`config.mk`:
```
export PLATFORM = sky130hd
export DESIGN_NAME = byte_decode_stream_flat
export DESIGN_NICKNAME = d
export VERILOG_FILES = /design/src/rtl/byte_decode_stream_if.sv /design/src/rtl/byte_decode_stream.sv /design/src/flat_wrapper.sv
export SDC_FILE = /design/constraint.sdc
export NUM_CORES = 1
export LEC_CHECK = 0
export CAP_MARGIN = 20
export CORE_UTILIZATION = 50
export DETAILED_ROUTE_END_ITERATION = 10
export HOLD_SLACK_MARGIN = 0.02
export PLACE_DENSITY = 0.73
export SLEW_MARGIN = 25
export SYNTH_ARGS = -nofsm -noshare
export SYNTH_HDL_FRONTEND = slang
export SYNTH_SLANG_ARGS = --single-unit
export TNS_END_PERCENT = 1
```
`constraint.sdc`:
```
create_clock -name clk -period 3.1 [get_ports clk]
set_clock_uncertainty 0.2 [all_clocks]
set_input_delay 0.31 -clock clk [delete_from_list [all_inputs] [get_ports clk]]
set_output_delay 0.31 -clock clk [all_outputs]
set_load 0.005 [all_outputs]
```
`src/rtl/byte_decode_stream_if.sv`:
```
// Byte-in / coefficient-out stream bundle for byte_decode_stream.
// slave  : the decoder side (consumes bytes, produces coefficients).
// master : the producer/consumer around the decoder.
interface byte_decode_stream_if;
    logic        in_valid;
    logic        in_ready;
    logic [7:0]  in_byte;
    logic        out_valid;
    logic        out_ready;
    logic [11:0] out_coeff;
    logic        out_last;

    modport slave (
        input  in_valid, in_byte, out_ready,
        output in_ready, out_valid, out_coeff, out_last
    );

    modport master (
        output in_valid, in_byte, out_ready,
        input  in_ready, out_valid, out_coeff, out_last
    );
endinterface

```
`src/rtl/byte_decode_stream.sv`:
```
// Streaming ByteDecode_d: one byte in per handshake, LSB-first bit stream,
// one D-bit coefficient out per handshake, N_COEFF coefficients per polynomial.
// Optional feature macro: BYTE_DECODE_MODQ_EN (D==12 only) reduces raw values
// >= Q by a single subtract and flags range_err.
//
// state   | meaning
// --------+------------------------------------------------------------
// IDLE    | waiting for start; range_err keeps last polynomial's value
// RUN     | accepting bytes / emitting coefficients
// DONE    | one-cycle completion pulse, then back to IDLE
module byte_decode_stream #(
    parameter int D       = 12,
    parameter int N_COEFF = 256,
    parameter int Q       = 3329
) (
    input  logic                 clk,
    input  logic                 rst_n,
    input  logic                 start,
    byte_decode_stream_if.slave  bus,
    output logic                 busy,
    output logic                 done,
    output logic                 range_err
);

    generate
        if (D < 1 || D > 12 || Q < 1) begin : g_bad_param
            $error("byte_decode_stream: D must be 1..12 and Q positive");
        end
    endgenerate

    localparam logic [1:0] ST_IDLE = 2'd0;
    localparam logic [1:0] ST_RUN  = 2'd1;
    localparam logic [1:0] ST_DONE = 2'd2;

    localparam logic [8:0] BYTE_TOTAL = 9'(32 * D);
    localparam logic [8:0] LAST_IDX   = 9'(N_COEFF - 1);
    localparam logic [4:0] D_W        = 5'(D);

    logic [1:0]  state;
    logic [19:0] acc;
    logic [4:0]  bit_cnt;
    logic [8:0]  byte_cnt;
    logic [8:0]  coeff_cnt;
    logic        range_err_q;

    logic        run;
    logic        in_ready_c;
    logic        out_valid_c;
    logic        push;
    logic        pop;
    logic [11:0] raw;
    logic [11:0] coeff;
    logic        over_q;

    assign run         = (state == ST_RUN);
    // Never both: a pop needs bit_cnt >= D, a push needs bit_cnt < D.
    assign in_ready_c  = run && (bit_cnt < D_W) && (byte_cnt < BYTE_TOTAL);
    assign out_valid_c = run && (bit_cnt >= D_W);
    assign push        = bus.in_valid && in_ready_c;
    assign pop         = out_valid_c && bus.out_ready;

    // Zero-extend the low D bits of the accumulator to the 12-bit output.
    always_comb begin
        raw        = '0;
        raw[D-1:0] = acc[D-1:0];
    end

`ifdef BYTE_DECODE_MODQ_EN
    generate
        if (D == 12) begin : g_modq
            localparam logic [11:0] Q_W = 12'(Q);
            // raw <= 4095 < 2Q, so one conditional subtract fully reduces it.
            assign over_q = (raw >= Q_W);
            assign coeff  = over_q ? (raw - Q_W) : raw;
        end else begin : g_raw
            assign over_q = 1'b0;
            assign coeff  = raw;
        end
    endgenerate
`else
    assign over_q = 1'b0;
    assign coeff  = raw;
`endif

    assign bus.in_ready  = in_ready_c;
    assign bus.out_valid = out_valid_c;
    assign bus.out_coeff = coeff;
    assign bus.out_last  = out_valid_c && (coeff_cnt == LAST_IDX);
    assign busy          = run;
    assign done          = (state == ST_DONE);
    assign range_err     = range_err_q;

    // FSM plus accumulator/counters; push and pop are mutually exclusive.
    always_ff @(posedge clk or negedge rst_n) begin
        if (!rst_n) begin
            state     <= ST_IDLE;
            acc       <= '0;
            bit_cnt   <= '0;
            byte_cnt  <= '0;
            coeff_cnt <= '0;
        end else begin
            case (state)
                ST_IDLE: begin
                    if (start) begin
                        state     <= ST_RUN;
                        acc       <= '0;
                        bit_cnt   <= '0;
                        byte_cnt  <= '0;
                        coeff_cnt <= '0;
                    end
                end
                ST_RUN: begin
                    if (push) begin
                        acc      <= acc | ({12'b0, bus.in_byte} << bit_cnt);
                        bit_cnt  <= bit_cnt + 5'd8;
                        byte_cnt <= byte_cnt + 9'd1;
                    end else if (pop) begin
                        acc       <= acc >> D;
                        bit_cnt   <= bit_cnt - D_W;
                        coeff_cnt <= coeff_cnt + 9'd1;
                        if (coeff_cnt == LAST_IDX) begin
                            state <= ST_DONE;
                        end
                    end
                end
                ST_DONE: state <= ST_IDLE;
                default: state <= ST_IDLE;
            endcase
        end
    end

    // Sticky out-of-range flag, cleared when a new polynomial starts.
    always_ff @(posedge clk or negedge rst_n) begin
        if (!rst_n) begin
            range_err_q <= 1'b0;
        end else if (state == ST_IDLE && start) begin
            range_err_q <= 1'b0;
        end else if (pop && over_q) begin
            range_err_q <= 1'b1;
        end
    end

endmodule
```
`src/flat_wrapper.sv`:
```
// flat-port wrapper written by rule: the top's interface ports become plain ports
module byte_decode_stream_flat 
#(
    parameter int D       = 12,
    parameter int N_COEFF = 256,
    parameter int Q       = 3329
)
  (clk, rst_n, start, busy, done, range_err, bus_in_valid, bus_in_byte, bus_out_ready, bus_in_ready, bus_out_valid, bus_out_coeff, bus_out_last);
  byte_decode_stream_if bus_i ();
  input  logic clk;
  input  logic rst_n;
  input  logic start;
  output logic busy;
  output logic done;
  output logic range_err;
  input wire logic [$bits(bus_i.in_valid)-1:0] bus_in_valid;
  input wire logic [$bits(bus_i.in_byte)-1:0] bus_in_byte;
  input wire logic [$bits(bus_i.out_ready)-1:0] bus_out_ready;
  output wire logic [$bits(bus_i.in_ready)-1:0] bus_in_ready;
  output wire logic [$bits(bus_i.out_valid)-1:0] bus_out_valid;
  output wire logic [$bits(bus_i.out_coeff)-1:0] bus_out_coeff;
  output wire logic [$bits(bus_i.out_last)-1:0] bus_out_last;
  assign bus_i.in_valid = bus_in_valid;
  assign bus_i.in_byte = bus_in_byte;
  assign bus_i.out_ready = bus_out_ready;
  assign bus_in_ready = bus_i.in_ready;
  assign bus_out_valid = bus_i.out_valid;
  assign bus_out_coeff = bus_i.out_coeff;
  assign bus_out_last = bus_i.out_last;
  byte_decode_stream #(.D(D), .N_COEFF(N_COEFF), .Q(Q)) u_core (.clk(clk), .rst_n(rst_n), .start(start), .bus(bus_i), .busy(busy), .done(done), .range_err(range_err));
endmodule
```
* Word level (Yosys, flattened, before mapping) *
Cells that the tools add are included.

storage, ports and cells
  flip-flop bits (word level) = 45
  bits in latches = 0
  bits in writable memories = 0
  bits in read-only memories = 0
  bits of input ports = 13
  output and inout bits = 18
  logic and storage cells = 54
  memories = 0

cells by class
  $add $sub $neg = 4
  multipliers = 0
  divide/modulo/power cells = 0
  order comparisons = 3
  equality and inequality tests = 9
  shifts and indexed selects = 1
  multiplexer cells = 19
  bitwise operators = 1
  reductions and logical operators = 12

operator list
  operator               count
  $mux W20               3
  $pmux W20 S2           1
  $mux W9                4
  $pmux W9 S2            2
  $or A20 B20 Y20        1
  $shl A8 B5 Y20         1
  $add A9 B1 Y9 const B  2
  $mux W5                3
  $ne A2 B2 Y1 const B   5
  $pmux W5 S2            1
  $eq A9 B8 Y1 const B   1
  $lt A9 B9 Y1 const B   1
  $mux W2                4
  $reduce_and A4 Y1      2
  $logic_and A1 B1 Y1    6
  $reduce_and A3 Y1      2
  $add A5 B4 Y5 const B  1
  $ge A5 B4 Y1 const B   1
  $lt A5 B4 Y1 const B   1
  $sub A5 B4 Y5 const B  1
  $pmux W2 S2            1
  $ne A3 B3 Y1 const B   1
  $eq A2 B1 Y1 const B   1
  $eq A2 B2 Y1 const B   1
  other kinds (2)        2

* Depth between registers and ports, before layout *
Gate-level depths: netlist (run 1).

  word-level depth = 6
  depth in mapped cells = 8
  depth with buffers taken out = 7

* Worst setup path before layout (run 1) *
OpenSTA, ideal clock, no wires.

  path kind = register to register
  from = register u_core.bit_cnt[3]
  to = register u_core.acc[3]
  setup time = 0.163 ns
  arrival time = 1.913 ns
  data required time = 2.737 ns
  setup slack = 0.823 ns
  cell stages (with the launch flop) = 8
  path buffers = 1
  period minus slack after synthesis = 2.277 ns
  cell sequence = dfrtp_1 -> ha_1 -> ha_1 -> a211o_1 -> and3_1 -> buf_6 -> nor3_4 -> a2111oi_1

on the way
  longest elaborated chain between the ends = 6
  elaborated cells on any way between the ends = 13
  classes of those cells = order compare: 2; eq/ne: 1; shift: 1; mux: 2; bitwise: 1; reduce/logical: 6

ends and longest elaborated chain
  element                                                             RTL line                   text
  start, declared                                                     byte_decode_stream.sv:41   logic [4:0] bit_cnt;
  start signal, assigned                                              byte_decode_stream.sv:115  bit_cnt <= bit_cnt + 5'd8;
  start signal, assigned                                              byte_decode_stream.sv:119  bit_cnt <= bit_cnt - D_W;
  $lt A5 B4 Y1                                                        byte_decode_stream.sv:57   assign in_ready_c = run && (bit_cnt < D_W) && (byte_cnt < BYTE_TOTAL);
  $logic_and A1 B1 Y1 (2 in a row)                                    byte_decode_stream.sv:57
  $logic_and A1 B1 Y1                                                 byte_decode_stream.sv:59   assign push = bus.in_valid && in_ready_c;
  $ne A3 B3 Y1 (no line) / $mux W20 (equally long branches)           n/a
  $reduce_and A3 Y1 (no line) / $pmux W20 S2 (equally long branches)  n/a
  end signal, assigned                                                byte_decode_stream.sv:114  acc <= acc | ({12'b0, bus.in_byte} << bit_cnt);
  end signal, assigned                                                byte_decode_stream.sv:118  acc <= acc >> D;
  end, declared                                                       byte_decode_stream.sv:40   logic [19:0] acc;

Parallel ways exist; a longest one is shown, timed or not.
A chain may end at the register's enable or synchronous reset.

* Worst setup path after layout (run 1) *
  from = register u_core.coeff_cnt[0]
  to = output port bus_out_last

on the way
  longest elaborated chain between the ends = 2

ends and longest elaborated chain
  element                 RTL line                   text
  start, declared         byte_decode_stream.sv:43   logic [8:0] coeff_cnt;
  start signal, assigned  byte_decode_stream.sv:120  coeff_cnt <= coeff_cnt + 9'd1;
  $eq A9 B8 Y1            byte_decode_stream.sv:88   assign bus.out_last = out_valid_c && (coeff_cnt == LAST_IDX);
  $logic_and A1 B1 Y1     byte_decode_stream.sv:88
  end, declared           flat_wrapper.sv:22         output wire logic [$bits(bus_i.out_last)-1:0] bus_out_last;

Every way passes these cells.

==> summary.txt, run 1 <==
Timing
  • Final worst path period share: 90.1%
  • Final setup fails: 0
  • Final-report hold violation count: 0
  • Tightest Pin Transition: 0.701 ns
  • Fmax: 358 MHz
  • Slew Viols, Final: 0
  • Rel. slew slack: 53.0%
  • Minimum clock period: 2.79 ns
  • Final setup TNS: 0 ns
  • RSZ-0062 raised after global routing: false

Worst setup path
  • Critical path endpoint category: output port
  • CP startpoint kind: register
  • R2R depth: 6
  • Critical path's largest stage delay: 0.50 ns
  • WP data required: 2.59 ns
  • Slowest cell on the critical path: clkdlybuf4s50_1
  • CP cell instances: ha_1 -> nand3_1 -> nor2_1 -> and3_1 -> ha_1 -> and3_1 -> clkdlybuf4s50_1
  • FF-to-FF Start: u_core.bit_cnt[4]$_DFFE_PN0P_
  • Critical path type: register to output port
  • RR Endpoint: u_core.acc[4]$_DFFE_PN0P_
  • R2R Setup Slk: 0.39 ns
  • Worst-path maximum fanout: 4
  • Crit path DAT: 2.28 ns

Floorplanning
  • Die Y-Extent: 71.2 um
  • Core ar.: 0.00447 mm2
  • Chip width: 71.2 um
  • Die ar.: 0.00508 mm2
  • Initial Utilization: 53.6%
  • Top Ports: 31
  • Site row count: 24

Yosys
  • Ranking of synthesized cells by area: dfrtp_1 45%, buf_4 4.7%, o2bb2ai_1 4.4%, a2111oi_2 3.1%, ha_1 3.1%
  • Synth unique cells: 45
  • Yosys top cell by area: dfrtp_1
  • Net Count, Synth: 263
  • Mean post-synth cell area: 9.82 um2
  • Synth Warn #: 0
  • Async SR Flop Fraction: 100%
  • Top FF cell, synth: dfrtp_1
  • Post-synth EDFFs: 0
  • Number of synthesized register bits: 43
  • Post-Synthesis Cell Area: 0.00240 mm2
  • Post-synth top area share: 44.9%
  • Sequential element share of the synthesized area: 44.9%
  • Post-Syn Instances: 244

Drt
  • 1st-pass router iterations: 8
  • DR iter-0 viols: 133
  • Final WL: 5300 um
  • Drt drc: 5
  • Antenna Nets Post-Route: 0
  • Vias/cell: 6.12
  • Routed len/inst: 16.9 um
  • Vias after detailed routing: 1917

Cells and area
  • Area delta synth->final: 13.3%
  • Total Nets Final: 279
  • Fill count: 393
  • Final Util: 60.7%
  • Sequential cell area: 0.00108 mm2
  • Multi-input gate area: 0.00112 mm2
  • Antenna diodes: 0
  • Share of layout cells above drive strength 1: 9.20%

Worst hold path
  • Worst Hold End: u_core.acc[11]$_DFFE_PN0P_
  • Worst Min Path Start: u_core.acc[11]$_DFFE_PN0P_
  • Number of cells on the worst hold path: 1
  • Hold Crit Class: register to register

Clock network
  • TritonCTS clock tree: done
  • Level count of the clock H-tree: 2
  • Max clock buf depth: 2
  • CTS root buf: clkbuf_8
  • Post-CTS Setup Bufs: 0
  • Worst skew pair latency: 0.29 ns
  • CTS sink count: 43
  • Clock slew at reported path FFs: 0.08 ns
  • Num CTS Buffers: 5

Global routing
  • Grt ovf: 0
  • Largest net degree at the start of global routing: 44
  • Total track usage: 22.5%
  • Initial antenna violation count: 0
  • First-pass GRT wire length: 8790 um
  • Vias in the first global route: 1839

Status
  • Status: complete, but fails checks
  • Failing checks: DRC

Pwr
  • Leak Pwr: 1.14 nW
  • Overall power: 0.00241 W
  • Power Density: 885 mW/mm2
  • Worst vdd ir: 314 uV

Flow run
  • Maxcap violations: 0

Placement
  • RD Place Congestion: 0.917
  • Dpl hpwl: 3690 um
  • Input/output buffers: 29
[final cells by class]
class / count / area share [%]
well taps: 52 / 2.40
flip-flops and latches: 43 / 39.6
repair buffers: 35 / 12.3
clock inverters: 1 / 0.184
inverters: 11 / 1.52
multi-input cells: 164 / 41.1
clock buffers: 7 / 2.81
[through the flow]
| step | area, um2 | setup slack [ns] | instances | hold slack [ns] |
|---|---|---|---|---|
| 6_report | 2720 | 0.308 | 313 | 0.292 |
| 5_1_grt | 2720 | 0.0987 | 313 | 0.317 |
| 4_1_cts | 2710 | 0.338 | 313 | 0.297 |
| 3_5_place_dp | 2620 | 0.442 | 304 | 0.275 |
| 3_3_place_gp | 2620 | 0.514 | 304 | 0.274 |
| 2_1_floorplan | 2400 | 0.823 | 244 | -0.186 |
[how the worst max path moves through the flow]
stage                                    start                         endpoint  slack, ns
5_1_grt          u_core.bit_cnt[4]$_DFFE_PN0P_        u_core.acc[4]$_DFFE_PN0P_        0.1
3_5_place_dp     u_core.bit_cnt[4]$_DFFE_PN0P_        u_core.acc[4]$_DFFE_PN0P_       0.44
3_3_place_gp     u_core.bit_cnt[4]$_DFFE_PN0P_  u_core.coeff_cnt[4]$_DFFE_PN0P_       0.51
2_1_floorplan    u_core.bit_cnt[3]$_DFFE_PN0P_        u_core.acc[3]$_DFFE_PN0P_       0.82
4_1_cts        u_core.coeff_cnt[0]$_DFFE_PN0P_                     bus_out_last       0.34
6_report       u_core.coeff_cnt[0]$_DFFE_PN0P_                     bus_out_last       0.31
[cells in the final DEF (no fill, tap or decap), drive strengths merged, types with 4 or more instances in the layout]
cell type,count
dfrtp,43
clkdlybuf4s50,28
nor2,17
o21ai,16
nand2,14
o2bb2ai,12
inv,11
a21oi,10
nor3,10
nand3,9
and3,7
a2111oi,7
clkbuf,7
o31ai,6
mux2i,6
ha,6
buf,6
a22oi,5
nor2b,4
a211oi,4
[logic make-up (layout without fill, tap and decap cells)]
logic type | Yosys count | after routing | share of synthesized area (%)
buffers and inverters | 37 | 54 | 8.72
adders and majority gates | 6 | 6 | 3.13
muxes | 6 | 6 | 2.51
xor gates and xnor gates | 1 | 1 | 0.365
DFF | 43 | 43 | 44.9
other | 1 | 1 | 0.156
AOI/OAI and AO/OA | 73 | 73 | 23.3
and+or+nand+nor | 77 | 77 | 17.0
[worst max-delay path: cells and delay by family, from the launching register on]
kind,cells,cell delay [ns]
fa+ha+maj,2,0.38
buf+inv,1,0.50
flops,1,0.41
simple gates,4,0.71
[per-layer routing]
layer | GRT usage, % | up-vias | part of all wire, %
li1 | - | 923 | -
met1 | 29.9 | 934 | 46
met2 | 38.1 | 58 | 49
met3 | 3.52 | 2 | 5.1
met4 | 7.33 | 0 | 0.51
met5 | 0 | - | 0
[timing repair]
| action | CTS | global route |
|---|---|---|
| endpoints found under the hold margin | 43 | 0 |
| gates resized for setup | 0 | 0 |
| hold buffers | 1 | 0 |
[cells in the mapped netlist, types with 3 or more instances]
library cell / n
o21ai_1: 10
or4_1: 3
ha_1: 6
dfrtp_1: 43
a22oi_1: 5
nor3_1: 9
clkbuf_1: 5
o2bb2ai_1: 12
a211oi_1: 4
a2111oi_2: 5
nand4_1: 3
inv_1: 10
and2_1: 3
buf_4: 15
nand3_1: 8
nor2_1: 17
mux2i_1: 6
a31oi_1: 3
nor2b_1: 4
buf_2: 5
nand2_1: 14
a21oi_1: 9
and3_1: 7
o31ai_1: 6
o21ai_0: 6
[registers in the layout, summed over array words and instances (netlist names)]
signal	cells
u_core.coeff_cnt	9
u_core.bit_cnt	3
u_core.byte_cnt	9
u_core.acc	20
u_core.state	2
[report_power, final]
| group | switching, W | internal, W |
|---|---|---|
| sequential | 0.000162 | 0.000761 |
| combinational | 0.000593 | 0.000543 |
| clock | 0.000188 | 0.000158 |
| total | 0.000943 | 0.00146 |
(Power assumes the default switching activity.)
==> run 2: changes to the inputs <==
--- a/config.mk
+++ b/config.mk
@@ -10,6 +10,7 @@
 export DETAILED_ROUTE_END_ITERATION = 10
 export HOLD_SLACK_MARGIN = 0.02
 export PLACE_DENSITY = 0.73
+export RECOVER_POWER = 100
 export SLEW_MARGIN = 25
 export SYNTH_ARGS = -nofsm -noshare
 export SYNTH_HDL_FRONTEND = slang
==> summary.txt, run 2 (same netlist as run 1, synthesis figures left out) <==
Timing
  • Final setup fails: 0 (unchanged)
  • Final-report hold violation count: 0 (unchanged)
  • Slew Viols, Final: 0 (unchanged)
  • Rel. slew slack: 29.5% (-24 points)
  • Tightest Pin Transition: 1.06 ns (+0.357 ns)
  • Final hold slack: 0.285 ns (-0.00779 ns)
  • Minimum clock period: 2.85 ns (+0.0582 ns)
  • Final setup TNS: 0 ns (unchanged)
  • Final worst slack: 0.250 ns (-0.0582 ns)
  • Final worst path period share: 91.9% (+1.9 points)
  • Fmax: 351 MHz (-2.0%)
  • RSZ-0062 raised after global routing: false

Drt
  • 1st-pass router iterations: 8 (unchanged)
  • Antenna Nets Post-Route: 0 (unchanged)
  • Vias/cell: 6.10 (-0.42%)
  • Vias after detailed routing: 1909 (-0.42%)
  • DR iter-0 viols: 175 (+32%)
  • Routed len/inst: 17.0 um (+0.53%)
  • Final WL: 5330 um (+0.53%)
  • Drt drc: 5 (unchanged)

Worst hold path
  • Hold Crit Class: register to register
  • Worst Min Path Start: u_core.acc[11]$_DFFE_PN0P_
  • Worst Hold End: u_core.acc[11]$_DFFE_PN0P_
  • Number of cells on the worst hold path: 1 (unchanged)

Global routing
  • Initial antenna violation count: 0 (unchanged)
  • Grt ovf: 0 (unchanged)
  • Largest net degree at the start of global routing: 44 (unchanged)
  • Vias in the first global route: 1839 (unchanged)
  • Total track usage: 22.5% (unchanged)
  • First-pass GRT wire length: 8790 um (unchanged)

Clock network
  • CTS root buf: clkbuf_8
  • CTS sink count: 43 (unchanged)
  • Clock slew at reported path FFs: 0.08 ns (about the same)
  • Num CTS Buffers: 5 (unchanged)
  • TritonCTS clock tree: done
  • Post-cts sizing count: 0 (unchanged)
  • Level count of the clock H-tree: 2 (unchanged)
  • Max clock buf depth: 2 (unchanged)
  • Worst skew pair latency: 0.29 ns (about the same)

Floorplanning
  • Top Ports: 31 (unchanged)
  • Core ar.: 0.00447 mm2 (unchanged)
  • Die ar.: 0.00508 mm2 (unchanged)
  • Die Y-Extent: 71.2 um (unchanged)
  • Chip width: 71.2 um (unchanged)
  • Initial Utilization: 53.6% (unchanged)
  • Site row count: 24 (unchanged)

Pwr
  • Overall power: 0.00231 W (-4.1%)
  • Leak Pwr: 1.13 nW (-0.60%)
  • Worst vdd ir: 303 uV (-3.3%)
  • Power Density: 863 mW/mm2 (-2.5%)

Cells and area
  • Total Nets Final: 279 (unchanged)
  • Fill count: 404 (+2.8%)
  • Largest reg by FF count: u_core.acc
  • Most frequent cells in the layout: 43 x dfrtp_1, 17 x nor2_1, 16 x dlygate4sd3_1
  • Antenna diodes: 0 (unchanged)
  • Max reg flops: 20 (unchanged)
  • Largest registers: u_core.acc x20, u_core.byte_cnt x9, u_core.coeff_cnt x9
  • Share of layout cells above drive strength 1: 6.13% (-3.1 points)
  • Area delta synth->final: 11.5%
  • Final instance area: 0.00267 mm2 (-1.6%)
  • Commonest non-fill, non-tap cell in the layout: dfrtp_1

Worst setup path
  • R2R depth: 7 (+1)
  • Crit path DAT: 2.34 ns (+0.06 ns)
  • Critical path endpoint category: output port
  • Critical path's largest stage delay: 0.57 ns (+0.07 ns)
  • WP data required: 2.59 ns (about the same)
  • R2R Setup Slk: 0.28 ns (-0.11 ns)
  • Worst-path maximum fanout: 4 (unchanged)
  • Critical path type: register to output port
  • RR Endpoint: u_core.acc[0]$_DFFE_PN0P_
  • FF-to-FF Start: u_core.bit_cnt[4]$_DFFE_PN0P_
  • Slowest cell on the critical path: dlygate4sd3_1
  • CP cell instances: ha_1 -> nand3_1 -> nor2_1 -> and3_1 -> ha_1 -> and3_1 -> dlygate4sd3_1
  • CP startpoint kind: register

Placement
  • Input/output buffers: 29 (unchanged)
  • Dpl hpwl: 3690 um (unchanged)
  • Pre-CTS WS: 0.442 ns (unchanged)
  • RD Place Congestion: 0.917 (unchanged)
  • Post-Place Cell Area: 0.00262 mm2 (unchanged)

Status
  • Status: complete, but fails checks
  • Failing checks: DRC

Flow run
  • Maxcap violations: 0 (unchanged)
==> run 2: power breakdown <==
| group | switching (W) | internal [W] | leakage (nW) |
|---|---|---|---|
| clock network | 0.000186 | 0.000158 | 0.0422 |
| logic | 0.000573 | 0.000471 | 0.554 |
| registers | 0.000159 | 0.000761 | 0.533 |
==> run 2: worst max-delay path, delay by kind of cell (launching register included) <==
family | cells | cell delay, ns
simple gates | 4 | 0.71
buf+inv | 1 | 0.57
flops | 1 | 0.40
fa+ha+maj | 2 | 0.38
==> run 2: layer usage <==
| metal | global-route usage (%) | wire length (um) |
|---|---|---|
| met1 | 29.9 | 2480 |
| met2 | 38.1 | 2490 |
| met3 | 3.52 | 288 |
| met4 | 7.33 | 68 |
| met5 | 0 | 0 |
==> run 2: timing repair <==
action                                 4_1_cts  5_1_grt
setup buffers                                0        0
endpoints found under the hold margin       43        0
hold buffers                                 1        0
==> run 2: area by class of cell <==
type	count	area, um2	area share, %
multi-input cells	164	1080	40.5
flip-flops and latches	43	1080	40.3
repair buffers	35	327	12.2
clock buffers	7	76.3	2.86
well taps	52	65.1	2.43
inverters	11	41.3	1.54
clock inverters	1	5.00	0.187
==> run 2: through the flow <==
step                cells  utilization [%]
finish                313             59.7
global route          313             59.7
CTS                   313             60.7
detailed placement    304             58.6
global placement      304             58.6
floorplan             244                -
==> run 2: how the worst max path moves through the flow <==
stage | from | end | depth (start not counted)
finish | u_core.coeff_cnt[0]$_DFFE_PN0P_ | bus_out_last | 7
global placement | u_core.bit_cnt[4]$_DFFE_PN0P_ | u_core.coeff_cnt[4]$_DFFE_PN0P_ | 7
detailed placement | u_core.bit_cnt[4]$_DFFE_PN0P_ | u_core.acc[4]$_DFFE_PN0P_ | 6
global route | u_core.bit_cnt[4]$_DFFE_PN0P_ | u_core.acc[1]$_DFFE_PN0P_ | 7
CTS | u_core.coeff_cnt[0]$_DFFE_PN0P_ | bus_out_last | 7
floorplan | u_core.bit_cnt[3]$_DFFE_PN0P_ | u_core.acc[3]$_DFFE_PN0P_ | 7
==> run 3: changes to the inputs <==
--- a/config.mk
+++ b/config.mk
@@ -9,6 +9,7 @@
 export CORE_UTILIZATION = 50
 export DETAILED_ROUTE_END_ITERATION = 10
 export HOLD_SLACK_MARGIN = 0.02
+export MAX_ROUTING_LAYER = met4
 export PLACE_DENSITY = 0.73
 export RECOVER_POWER = 100
 export SLEW_MARGIN = 25
==> summary.txt, run 3 (same netlist as run 1, synthesis figures left out) <==
Cells and area
  • Sequential cell area: 0.00108 mm2 (unchanged)
  • Fill count: 404 (unchanged)
  • Commonest non-fill, non-tap cell in the layout: dfrtp_1
  • Share of layout cells above drive strength 1: 6.13% (unchanged)
  • Largest registers: u_core.acc x20, u_core.byte_cnt x9, u_core.coeff_cnt x9
  • Largest reg by FF count: u_core.acc
  • Final Util: 59.7% (unchanged)
  • Antenna diodes: 0 (unchanged)
  • Area delta synth->final: 11.5% (unchanged)
  • Multi-input gate area: 0.00108 mm2 (unchanged)
  • Total Nets Final: 279 (unchanged)
  • Most frequent cells in the layout: 43 x dfrtp_1, 17 x nor2_1, 16 x dlygate4sd3_1
  • Max reg flops: 20 (unchanged)

Worst setup path
  • Critical path endpoint category: output port
  • Critical Path Stages: 7 (unchanged)
  • CP startpoint kind: register
  • R2R depth: 7 (unchanged)
  • Critical path type: register to output port
  • Buf/Inv on CP: 1 (unchanged)
  • CP cell instances: ha_1 -> nand3_1 -> nor2_1 -> and3_1 -> ha_1 -> and3_1 -> dlygate4sd3_1
  • R2R Setup Slk: 0.30 ns (+0.02 ns)
  • Critical path's largest stage delay: 0.57 ns (about the same)
  • Crit path capture: bus_out_last
  • Crit path DAT: 2.34 ns (about the same)
  • Worst-path maximum fanout: 4 (unchanged)
  • CP startpoint: u_core.coeff_cnt[0]$_DFFE_PN0P_
  • RR Endpoint: u_core.acc[0]$_DFFE_PN0P_
  • Top delay family on crit path: simple AND/OR/NAND/NOR gates
  • WP data required: 2.59 ns (about the same)
  • FF-to-FF Start: u_core.bit_cnt[4]$_DFFE_PN0P_
  • Slowest cell on the critical path: dlygate4sd3_1

Worst hold path
  • Hold Crit Class: register to register

Floorplanning
  • Site row count: 24 (unchanged)
  • Die ar.: 0.00508 mm2 (unchanged)
  • Initial Utilization: 53.6% (unchanged)
  • Core ar.: 0.00447 mm2 (unchanged)
  • Chip width: 71.2 um (unchanged)
  • Die Y-Extent: 71.2 um (unchanged)
  • Top Ports: 31 (unchanged)

Drt
  • Final WL: 5310 um (-0.34%)
  • Antenna Nets Post-Route: 0 (unchanged)
  • 1st-pass router iterations: 8 (unchanged)
  • Vias after detailed routing: 1900 (-0.47%)
  • DR iter-0 viols: 177 (+1.1%)
  • Routed len/inst: 17.0 um (-0.34%)
  • Vias/cell: 6.07 (-0.47%)
  • Drt drc: 5 (unchanged)

Timing
  • Final setup TNS: 0 ns (unchanged)
  • RSZ-0062 raised after global routing: false
  • Fmax: 351 MHz (about the same)
  • Final-report hold violation count: 0 (unchanged)
  • Final worst path period share: 92.0% (about the same)
  • Final worst slack: 0.249 ns (-0.000672 ns)
  • Minimum clock period: 2.85 ns (+0.000672 ns)
  • Rel. slew slack: 29.5% (about the same)
  • Slew Viols, Final: 0 (unchanged)
  • Tightest Pin Transition: 1.06 ns (+0.000236 ns)
  • Final setup fails: 0 (unchanged)

Global routing
  • Total track usage: 23.3% (+0.76 points)
  • First-pass GRT wire length: 8800 um (about the same)
  • Largest net degree at the start of global routing: 44 (unchanged)
  • Grt ovf: 0 (unchanged)
  • Initial antenna violation count: 0 (unchanged)
  • Vias in the first global route: 1836 (-0.16%)

Flow run
  • Maxcap violations: 0 (unchanged)

Placement
  • Pre-CTS WS: 0.442 ns (unchanged)
  • Dpl hpwl: 3690 um (unchanged)
  • Input/output buffers: 29 (unchanged)
  • RD Place Congestion: 0.933 (+1.7%)

Clock network
  • Max clock buf depth: 2 (unchanged)
  • Post-cts sizing count: 0 (unchanged)
  • Worst skew pair latency: 0.29 ns (about the same)
  • Post-CTS Setup Bufs: 0 (unchanged)
  • Clock slew at reported path FFs: 0.08 ns (about the same)
  • Hold_buf cts: 1 (unchanged)
  • Num CTS Buffers: 5 (unchanged)
  • CTS sink count: 43 (unchanged)
  • Level count of the clock H-tree: 2 (unchanged)
  • CTS root buf: clkbuf_8
  • TritonCTS clock tree: done

Status
  • Failing checks: DRC
  • Status: complete, but fails checks

Pwr
  • Leak Pwr: 1.13 nW (unchanged)
  • Worst vdd ir: 304 uV (+0.29%)
  • Power Density: 862 mW/mm2 (-0.11%)
==> run 3: cell counts in the layout (fill, tap and decap cells not counted) <==
Identical to the previous run, type by type.
==> run 3: how the worst min path moves through the flow <==
stage | start | end | slack (ns) | depth (start not counted)
final | u_core.acc[11]$_DFFE_PN0P_ | u_core.acc[11]$_DFFE_PN0P_ | 0.29 | 1
after CTS | u_core.acc[10]$_DFFE_PN0P_ | u_core.acc[10]$_DFFE_PN0P_ | 0.30 | 1
after global placement | u_core.acc[16]$_DFFE_PN0P_ | u_core.acc[16]$_DFFE_PN0P_ | 0.27 | 1
after floorplan | rst_n | u_core.acc[0]$_DFFE_PN0P_ | -0.19 | 0
after global routing | u_core.acc[19]$_DFFE_PN0P_ | u_core.acc[19]$_DFFE_PN0P_ | 0.32 | 1
after detailed placement | u_core.acc[19]$_DFFE_PN0P_ | u_core.acc[19]$_DFFE_PN0P_ | 0.28 | 1
==> run 3: final cells by class <==
| cell class | instances | area share [%] |
|---|---|---|
| Multi-Input combinational cell | 164 | 40.5 |
| Sequential cell | 43 | 40.3 |
| Timing Repair Buffer | 35 | 12.2 |
| Clock buffer | 7 | 2.86 |
| Tap cell | 52 | 2.43 |
| Inverter | 11 | 1.54 |
| Clock inverter | 1 | 0.187 |
==> run 3: per-stage QoR <==
stage | std cells | power, W | hold WS (ns) | cell area [um2]
floorplan | 244 | 0.00176 | -0.186 | 2400
global placement | 304 | 0.00203 | 0.274 | 2620
detailed placement | 304 | 0.00206 | 0.275 | 2620
CTS | 313 | 0.00241 | 0.297 | 2710
global route | 313 | 0.00249 | 0.317 | 2670
finish | 313 | 0.00230 | 0.285 | 2670
==> run 3: worst register-to-register path, stage by stage (launching register included) <==
cell       delay (ns)
dfrtp_1          0.46
inv_1            0.14
ha_1             0.24
a221oi_2         0.32
nand3_1          0.39
clkbuf_1         0.44
a211oi_1         0.41
a2111oi_2        0.08
==> run 3: metal layers <==
metal,wire (um),global-route usage (%),vias up,share of wire [%]
li1,-,-,924,-
met1,2470,30.4,929,47
met2,2570,37.9,43,48
met3,233,3.23,4,4.4
met4,38,7.33,0,0.72
met5,0,-,-,0
==> run 3: where the power goes <==
part	internal [W]	leakage, nW	total, W	switching (W)
Sequential	0.000760	0.533	0.000919	0.000158
Clock	0.000158	0.0422	0.000345	0.000187
Combinational	0.000470	0.554	0.00104	0.000571
Total	0.00139	1.13	0.00230	0.000915
==> patch (settings of run 1) <==
`D` is set to 12 in 2 places; all go to 11. Comments in the files are not updated.
--- a/src/rtl/byte_decode_stream.sv
+++ b/src/rtl/byte_decode_stream.sv
@@ -10,5 +10,5 @@
 // DONE    | one-cycle completion pulse, then back to IDLE
 module byte_decode_stream #(
-    parameter int D       = 12,
+    parameter int D       = 11,
     parameter int N_COEFF = 256,
     parameter int Q       = 3329
--- a/src/flat_wrapper.sv
+++ b/src/flat_wrapper.sv
@@ -2,5 +2,5 @@
 module byte_decode_stream_flat 
 #(
-    parameter int D       = 12,
+    parameter int D       = 11,
     parameter int N_COEFF = 256,
     parameter int Q       = 3329
Behaviour: not the same (a bounded check fails within 4 cycles, from zero or initial values and one cycle with rst_n low).
==> patch against run 1 <==
- design area is 25% higher
- critical endpoint unchanged
- worst setup slack worse by 0.071 ns
- sequential cell count is 2 higher
- routed wire length is 47% higher
- total power is 38% higher
- critical path depth stayed put
- synthesized area is 26% higher
==> patch: results <==
metrics = {
    "outcome": {
        "status": "finished clean",
    },
    "place": {
        "portBuffers": 28,
        "hpwl_mm": 5.460,
        "post-place-cells": 422,
        "globalplace.congestion": 0.9406,
        "place_ws_ns": 0.3875,
        "dpl_cell_area_mm2": 0.003258,
    },
    "logic_synthesis": {
        "synth-xor-area-share_pct": 0,
        "ys_types": 63,
        "ys_async_sr_fraction_pct": 100.0,
        "synth_mux_area_share_pct": 6.802,
        "synthCells": 342,
        "yosys_warnings": 0,
        "synth_adder_area_share_pct": 2.074,
        "synthTopCellsByArea": "dfrtp_1 (37%), o21ai_0 (5.8%), nand2_1 (4.2%), a21oi_1 (3.8%), buf_4 (3.5%)",
        "yosysSeqAreaShare_pct": 37.33,
        "synth-compound-area-share_pct": 26.38,
        "synthTopCellsByCount": "dfrtp_1 (45), o21ai_0 (35), nand2_1 (34)",
    },
    "routing": {
        "avgRoutedWirePerCell_um": 18.11,
        "vias": 2756,
        "dr.pass1.iters": 6,
        "drt-initial-drc-count": 199,
    },
    "clock_tree": {
        "cts_resized": 0,
        "worstSkewPairLatency_ns": 0.31,
        "cts_made_buffers": 5,
    },
    "global_routing": {
        "grtUsageMet2_pct": 43.50,
        "use_met3_pct": 5.143,
        "grt_max_degree": 46,
        "grt_pass1_wl_mm": 13.08,
        "grt_usage_pct": 27.05,
        "grt_pass1_vias": 2618,
        "use_met1_pct": 35.36,
    },
    "finish": {
        "drive_gt1_share_pct": 9.749,
        "final_cells": 431,
        "largestRegisters": "u_core.acc: 20 flops, u_core.byte_cnt: 9 flops, u_core.coeff_cnt: 9 flops",
        "final_nets": 376,
    },
    "critical_path": {
        "crit_arrival_ns": 2.35,
        "start_kind": "flop",
        "critPathSlowestCell": "dfrtp_2",
        "crit_path_max_fanout": 10,
        "cp_slowest_stage_delay_ns": 0.48,
        "cp_top_family": "buffers and inverters",
    },
    "power_and_ir_drop": {
        "power_leakage_nw": 1.374,
        "max-vdd-ir-drop_mv": 0.4011,
    },
    "min_path": {
        "min_from": "u_core.acc[13]$_DFFE_PN0P_",
    },
    "sta": {
        "worst_pin_slew_ns": 0.8772,
    },
}
[patch: cell types whose count changed after synthesis, moves of 5 or more]
cell / run 1 / this run
a211oi_1: 4 / 11
a21oi_1: 9 / 23
nand2_1: 14 / 34
nor2_1: 17 / 23
o21ai_1: 10 / 1
a2111oi_2: 5 / 0
o2bb2ai_1: 12 / 0
or3_1: 2 / 9
o21ai_0: 6 / 35
o22ai_1: 0 / 5
[patch: final timing paths]
| kind | endpoint | slack (ns) | cells after the start |
|---|---|---|---|
| min | u_core.acc[13]$_DFFE_PN0P_ | 0.29 | 2 |
| min in group asynchronous | u_core.state[0]$_DFFE_PN0P_ | 0.33 | 2 |
| min reg2reg | u_core.acc[13]$_DFFE_PN0P_ | 0.29 | 2 |
| max | bus_out_last | 0.24 | 7 |
| max in group asynchronous | u_core.bit_cnt[4]$_DFFE_PN0P_ | 1.94 | 2 |
| max reg2reg | u_core.acc[19]$_DFFE_PN0P_ | 0.45 | 8 |
[patch: where the power goes]
group | switching (W) | internal, W | leakage [nW]
sequential | 0.000200 | 0.000821 | 0.571
combinational | 0.00104 | 0.000788 | 0.748
clock | 0.000219 | 0.000242 | 0.0554
total | 0.00146 | 0.00185 | 1.37
[patch: area by class of cell]
type | instances | area (um2)
Clock buffer | 6 | 72.57
Sequential cell | 45 | 1127
Clock inverter | 2 | 38.79
Multi-Input combinational cell | 260 | 1677
Fill cell | 498 | 2292
Tap cell | 72 | 90.09
Timing Repair Buffer | 36 | 340.3
Inverter | 10 | 37.54
[patch: routing by layer]
layer  wire (um)  share of wire (%)  vias to the layer above
met5           0                  0                        -
met4         194                2.5                        0
met3         476                6.1                       19
met2        3761                 48                      110
met1        3372                 43                     1326
li1            -                  -                     1301
